--- src/rtl/pattern_scanner.sv ---
`default_nettype none
// ============================================================================
// pattern_scanner: walks a memory address range (with wrap-around), compares
// each word against a captured pattern and reports count / first hit.
// Revision: 1.0
// ============================================================================
module pattern_scanner #(
  parameter int DATA_W = 10,
  parameter int ADDR_W = 10
) (
  input  logic              clk,
  input  logic              rst,
  input  logic              start,
  input  logic [1:0]        mode,
  input  logic [DATA_W-1:0] pat_a,
  input  logic [DATA_W-1:0] pat_b,
  input  logic [ADDR_W-1:0] start_addr,
  input  logic [ADDR_W-1:0] end_addr,
  input  logic [DATA_W-1:0] data,
  output logic              en,
  output logic [ADDR_W-1:0] addr,
  output logic              flag,
  output logic              fin,
  output logic [ADDR_W:0]   result,
  output logic [ADDR_W-1:0] first_addr,
  output logic              hit_any
);

  typedef enum logic [1:0] {
    IDLE = 2'd0,
    SCAN = 2'd1,
    DONE = 2'd2
  } state_t;

  localparam logic [ADDR_W-1:0] c_addr_one = ADDR_W'(1);
  localparam logic [ADDR_W:0]   c_cnt_one  = (ADDR_W + 1)'(1);

  state_t              state_q, state_d;
  logic                start_q, start_d;
  logic                armed_q, armed_d;
  logic                en_q, en_d;
  logic [ADDR_W-1:0]   addr_q, addr_d;
  logic                fin_q, fin_d;
  logic [ADDR_W:0]     result_q, result_d;
  logic [ADDR_W-1:0]   first_addr_q, first_addr_d;
  logic                hit_any_q, hit_any_d;
  logic [1:0]          mode_q, mode_d;
  logic [DATA_W-1:0]   pat_a_q, pat_a_d;
  logic [DATA_W-1:0]   pat_b_q, pat_b_d;
  logic [ADDR_W-1:0]   end_addr_q, end_addr_d;

  logic                launch;
  logic                match;

  // armed_q blocks a launch until start has been seen low at least once,
  // so a start level already high when reset releases does not fire.
  assign launch = start & ~start_q & armed_q;

  always_comb begin
    match = 1'b0;
    case (mode_q)
      2'b00:   match = (data == pat_a_q);
      2'b01:   match = ((data & pat_b_q) == (pat_a_q & pat_b_q));
      2'b10:   match = (data >= pat_a_q);
      default: match = (data >= pat_a_q) && (data <= pat_b_q);
    endcase
  end

  assign flag       = en_q & match;
  assign en         = en_q;
  assign addr       = addr_q;
  assign fin        = fin_q;
  assign result     = result_q;
  assign first_addr = first_addr_q;
  assign hit_any    = hit_any_q;

  always_comb begin
    state_d      = state_q;
    start_d      = start;
    armed_d      = armed_q | ~start;
    en_d         = en_q;
    addr_d       = addr_q;
    fin_d        = fin_q;
    result_d     = result_q;
    first_addr_d = first_addr_q;
    hit_any_d    = hit_any_q;
    mode_d       = mode_q;
    pat_a_d      = pat_a_q;
    pat_b_d      = pat_b_q;
    end_addr_d   = end_addr_q;

    case (state_q)
      IDLE, DONE: begin
        if (launch) begin
          mode_d       = mode;
          pat_a_d      = pat_a;
          pat_b_d      = pat_b;
          end_addr_d   = end_addr;
          result_d     = '0;
          first_addr_d = '0;
          hit_any_d    = 1'b0;
          fin_d        = 1'b0;
          en_d         = 1'b1;
          addr_d       = start_addr;
          state_d      = SCAN;
        end
      end
      SCAN: begin
        if (flag) begin
          result_d = result_q + c_cnt_one;
          if (!hit_any_q) begin
            first_addr_d = addr_q;
            hit_any_d    = 1'b1;
          end
        end
        if (addr_q == end_addr_q) begin
          en_d    = 1'b0;
          fin_d   = 1'b1;
          state_d = DONE;
        end else begin
          addr_d = addr_q + c_addr_one;
        end
      end
      default: begin
        en_d    = 1'b0;
        state_d = IDLE;
      end
    endcase
  end

  always_ff @(posedge clk) begin
    if (!rst) begin
      state_q      <= IDLE;
      start_q      <= 1'b0;
      armed_q      <= ~start;
      en_q         <= 1'b0;
      addr_q       <= '0;
      fin_q        <= 1'b0;
      result_q     <= '0;
      first_addr_q <= '0;
      hit_any_q    <= 1'b0;
      mode_q       <= '0;
      pat_a_q      <= '0;
      pat_b_q      <= '0;
      end_addr_q   <= '0;
    end else begin
      state_q      <= state_d;
      start_q      <= start_d;
      armed_q      <= armed_d;
      en_q         <= en_d;
      addr_q       <= addr_d;
      fin_q        <= fin_d;
      result_q     <= result_d;
      first_addr_q <= first_addr_d;
      hit_any_q    <= hit_any_d;
      mode_q       <= mode_d;
      pat_a_q      <= pat_a_d;
      pat_b_q      <= pat_b_d;
      end_addr_q   <= end_addr_d;
    end
  end

endmodule
`default_nettype wire

--- config.mk ---
export PLATFORM = sky130hd
export DESIGN_NAME = pattern_scanner
export DESIGN_NICKNAME = d
export VERILOG_FILES = /design/src/rtl/pattern_scanner.sv
export SDC_FILE = /design/constraint.sdc
export NUM_CORES = 1
export LEC_CHECK = 0
export CAP_MARGIN = 20
export CORE_AREA = 2 2 97 99
export DETAILED_ROUTE_END_ITERATION = 16
export DIE_AREA = 0 0 99 101
export DONT_BUFFER_PORTS = 1
export PLACE_DENSITY_LB_ADDON = 0.12
export SLEW_MARGIN = 15
export SYNTH_ARGS = -nofsm -noshare
export SYNTH_HDL_FRONTEND = slang
export SYNTH_SLANG_ARGS = --single-unit
export TNS_END_PERCENT = 5
--- constraint.sdc ---
create_clock -name clk -period 4.42 [get_ports clk]
set_clock_uncertainty 0.05 [all_clocks]
set_input_delay 1.326 -clock clk [delete_from_list [all_inputs] [get_ports clk]]
set_output_delay 1.326 -clock clk [all_outputs]
set_load 0.1 [all_outputs]
Word-level counts from Yosys, hierarchy flattened --
Cells that the tools add are included.
Cells by class: add/sub/neg operators 2, bitwise operators 8, reduce and logical (&&, ||, !) cells 11, $lt $le $gt $ge 2, equality and inequality tests 12, multiplexer cells 23
Operators with widths (number):
- 10-bit 2-to-1 mux | 5
- 10-bit one-hot mux with 2 select lines | 2
- 10-bit == test | 3
- 11-bit 2-to-1 mux | 2
- 11-bit one-hot mux with 2 select lines | 1
- 10-bit AND | 2
- 11-bit by 1-bit adder with 11-bit output, second input constant | 1
- 10-bit by 1-bit adder with 10-bit output, second input constant | 1
- 10-bit greater-or-equal comparator | 1
- 10-bit less-or-equal comparator | 1
- 2-bit != test, second input constant | 5
- 3-bit AND reduction | 3
- 1-bit 2-to-1 mux | 6
- 1-bit one-hot mux with 2 select lines | 3
- 2-bit by 1-bit == test with 1-bit output, second input constant | 2
- 2-bit == test, second input constant | 2
- 2-bit logical NOT | 2
- 2-bit 2-to-1 mux | 2
- 2-bit one-hot mux with 2 select lines | 1
- 2-bit AND reduction | 2
- 4-bit AND reduction | 1
- 1-bit AND | 3
- 1-bit one-hot mux with 3 select lines | 1
- 1-bit NOT | 2
- other kinds (4) | 4
Storage, ports and cells: output and inout bits 35, flip-flop bits (word level) 70

Depth between registers and ports, before layout --
word-level depth 6, mapped depth 10, gate-level depth less buffers 9

Worst setup path before layout --
Ideal clock, no wire load.
path type input port to output port, from in data[3], to out flag, path buffers 0, stages 7, data arrival time 3255 ps, path slack -211 ps, cell sequence ha_1 > a21o_1 > a21o_1 > a2111oi_4 > o22a_2 > o21ai_0 > inv_1
Between the ends: word-level cells in the longest chain between the ends 4, elaborated cells between the ends (all ways) 8
RTL lines:
- start: declaration | RTL line 19 | input logic [DATA_W-1:0] data,
- 10-bit greater-or-equal comparator (tied with other cells) | RTL line 64, 65
- 1-bit logical AND or 10-bit == test (tied branches) | RTL line 65, 63
- 1-bit one-hot mux with 3 select lines * | RTL line 61 | case (mode_q)
- 1-bit AND * | RTL line 69 | assign flag = en_q & match;
- end: declaration | RTL line 22 | output logic flag,
Every way passes the cells marked *; elsewhere a longest branch is shown, timed or not.

Worst setup path after layout --
from in data[7], to out flag
Same word-level chain as after synthesis.

==> out/metrics.yaml <==
outcome:
  outcome: "finished, final reports clean"
pwr:
  seq_power_share_pct: 41.3
  power.leakage_uw: 0.00166
  p_int_uw: 1170
  comb_power_share_pct: 19.4
  clockPowerShare_pct: 39.3
  power.total_uw: 1680
  p_sw_share_pct: 30.5
  ir_drop_mv: 0.164
  powerDensity_nw_per_um2: 382
  switchingPower_uw: 512
global_routing:
  gr-total-overflow: 0
  grt_pass1_vias: 3189
  grt_max_degree: 55
  track_usage_pct: 19.7
  grt_pass1_wl_mm: 15.7
  antenna_found_initial: 0
clock_tree:
  post-cts-setup-buffers: 0
  cts_tree: "done"
  numCtsBuffers: 9
  ctsHoldBuffers: 0
  numClockSinks: 70
  cts_max_level: 3
  cts.clk_slew.worst_paths_ns: 0.08
  clock_path_buffers: 2
  insertion_delay_ns: 0.34
  clockRootBuffer: "clkbuf_8"
sta:
  slew_viol_final: 0
  hold_viol: 0
  max_freq_ghz: 0.234
  tightest_slew_ns: 1.13
  setup_tns_ns: 0
  finalCriticalPeriod_ns: 4.27
  maxSlewHeadroom_pct: 24.3
  rsz0062_at_grt: "false"
  setup_viol: 0
  finalCritPeriodShare_pct: 96.5
placed_design:
  routabilityCongestion: 0.824
  placed_area_um2: 4110
  dp.cells: 592
  portBuffers: 0
  dpl.hpwl_mm: 6.96
floorplan:
  rows: 35
  ios: 90
  die-area_um2: 10000
  core_area_um2: 8980
  initial_core_util_pct: 43.6
  die_w_um: 99
  die_h_um: 101
worst_setup_path:
  critPathKind: "in -> out"
  crit_fanout: 3
  start_kind: "input port"
  arrival_ns: 2.89
  end_kind: "output pin"
  required_ns: 3.04
synth:
  synth_edf_count: 0
  synthArstFlopShare_pct: 0
  syn_inst: 486
  syn_area_per_cell_um2: 8.05
  yosysWarningCount: 0
  synth_ff_type: "dfxtp_1"
  synth.ff_latch_count: 70
  syn_nets: 573
  synth-seq-area-share_pct: 35.8
  synth.distinct_cells: 54
  mappedNetlistArea_um2: 3910
cells_and_area:
  multi_input_area_um2: 2320
  final_util_pct: 48.9
  mostFrequentLayoutCells: "97 x nand2_1, 70 x dfxtp_1, 49 x a21oi_1"
  diodes: 0
  layout_commonest_cell: "nand2_1"
  area_delta_synth_final_pct: 12.3
  postLayoutCellArea_um2: 4390
  finalNonFillerCells: 610
  num-fill-cells: 890
  register_area_um2: 1400
  nNetsFinal: 581
  layout-drive-gt1-share_pct: 10.4
drt:
  via_per_inst: 5.52
  drt_iter0_drc: 100
  totalWireLength_mm: 9.66
  vias: 3368
  drc_errors: 0
  wl_per_cell_um: 15.8
  antenna_left: 0
  dr.pass1.iters: 4
flow_run:
  maxCapViolations: 0
worst_hold_path:
  hp-class: "reg -> reg"
==> power by group through the flow <==
stage | clock [uW] | combinational (uW) | sequential, uW
floorplan | 0 | 175 | 789
global placement | 0 | 324 | 707
detailed placement | 0 | 328 | 708
CTS | 675 | 329 | 693
global route | 707 | 363 | 698
finish | 660 | 326 | 693
==> per-stage QoR <==
stage	worst slack [ns]	hold slack, ns
after CTS	0.0591	0.401
after detailed placement	0.0644	0.388
after floorplan	0.0123	0.372
final	0.154	0.399
after global placement	0.0839	0.381
after global routing	0.0456	0.416
==> routing by layer <==
layer  vias up  share of wire, %  track usage, %
met1      1556                45            24.6
li1       1715                 -               -
met2        85                46            31.3
met5         -                 0               0
met4         0               1.4            6.85
met3        12               7.4            7.49
==> worst max-delay path, cell delays in order <==
cell      delay, ns
ha_1           0.29
a211oi_1       0.22
o21bai_1       0.11
a211o_2        0.29
o211a_1        0.23
o21ai_1        0.19
inv_2          0.07
buf_12         0.17
==> cells in the mapped netlist (all sizes together) (10+ instances only) <==
cell    count  area [um2]
ha         32         400
a21oi      49         245
nand2      97         364
nand3      31         155
mux2i      11         110
inv        25        93.8
o21ai      19         106
dfxtp      70        1400
and3       10        62.6
nor2       23         103
clkbuf     21        78.8
==> path summary, 6_finish.rpt <==
check	start	to	slack, ns	depth (start not counted)
worst max-delay path	data[7]	flag	0.15	8
worst min-delay path	armed_q	armed_q	0.40	2
worst max register to register	pat_a_q[7]	result[0]	1.68	10
worst min register to register	armed_q	armed_q	0.40	2
==> area by class of cell <==
class | count | area share (%)
multi-input cells | 368 | 52.9
flip-flops and latches | 70 | 31.9
repair buffers | 20 | 4.07
clock buffers | 11 | 3.45
well taps | 111 | 3.16
clock inverters | 5 | 2.39
inverters | 25 | 2.14
==> flip-flops by register name (all words and copies together), names as in the netlist <==
| name | flops |
|---|---|
| pat_b_q | 10 |
| mode_q | 2 |
| armed_q | 1 |
| end_addr_q | 10 |
| hit_any | 1 |
| result | 11 |
| start_q | 1 |
| state_q | 2 |
| en | 1 |
| addr | 10 |
| fin | 1 |
| pat_a_q | 10 |
| first_addr | 10 |
==> cell families after synthesis <==
| family | after synthesis | synth area share [%] |
|---|---|---|
| adders and majority gates | 32 | 10.2 |
| AOI/OAI and AO/OA | 113 | 19.2 |
| muxes | 12 | 3.10 |
| buffers and inverters | 48 | 4.80 |
| DFF | 70 | 35.8 |
| xor gates and xnor gates | 13 | 2.91 |
| and+or+nand+nor | 198 | 24.0 |
==> repair_timing <==
action	CTS	global route
gates resized for setup	0	1
setup endpoints to repair	0	1
endpoints found under the hold margin	0	0
Power figures use the tool's default switching activity.
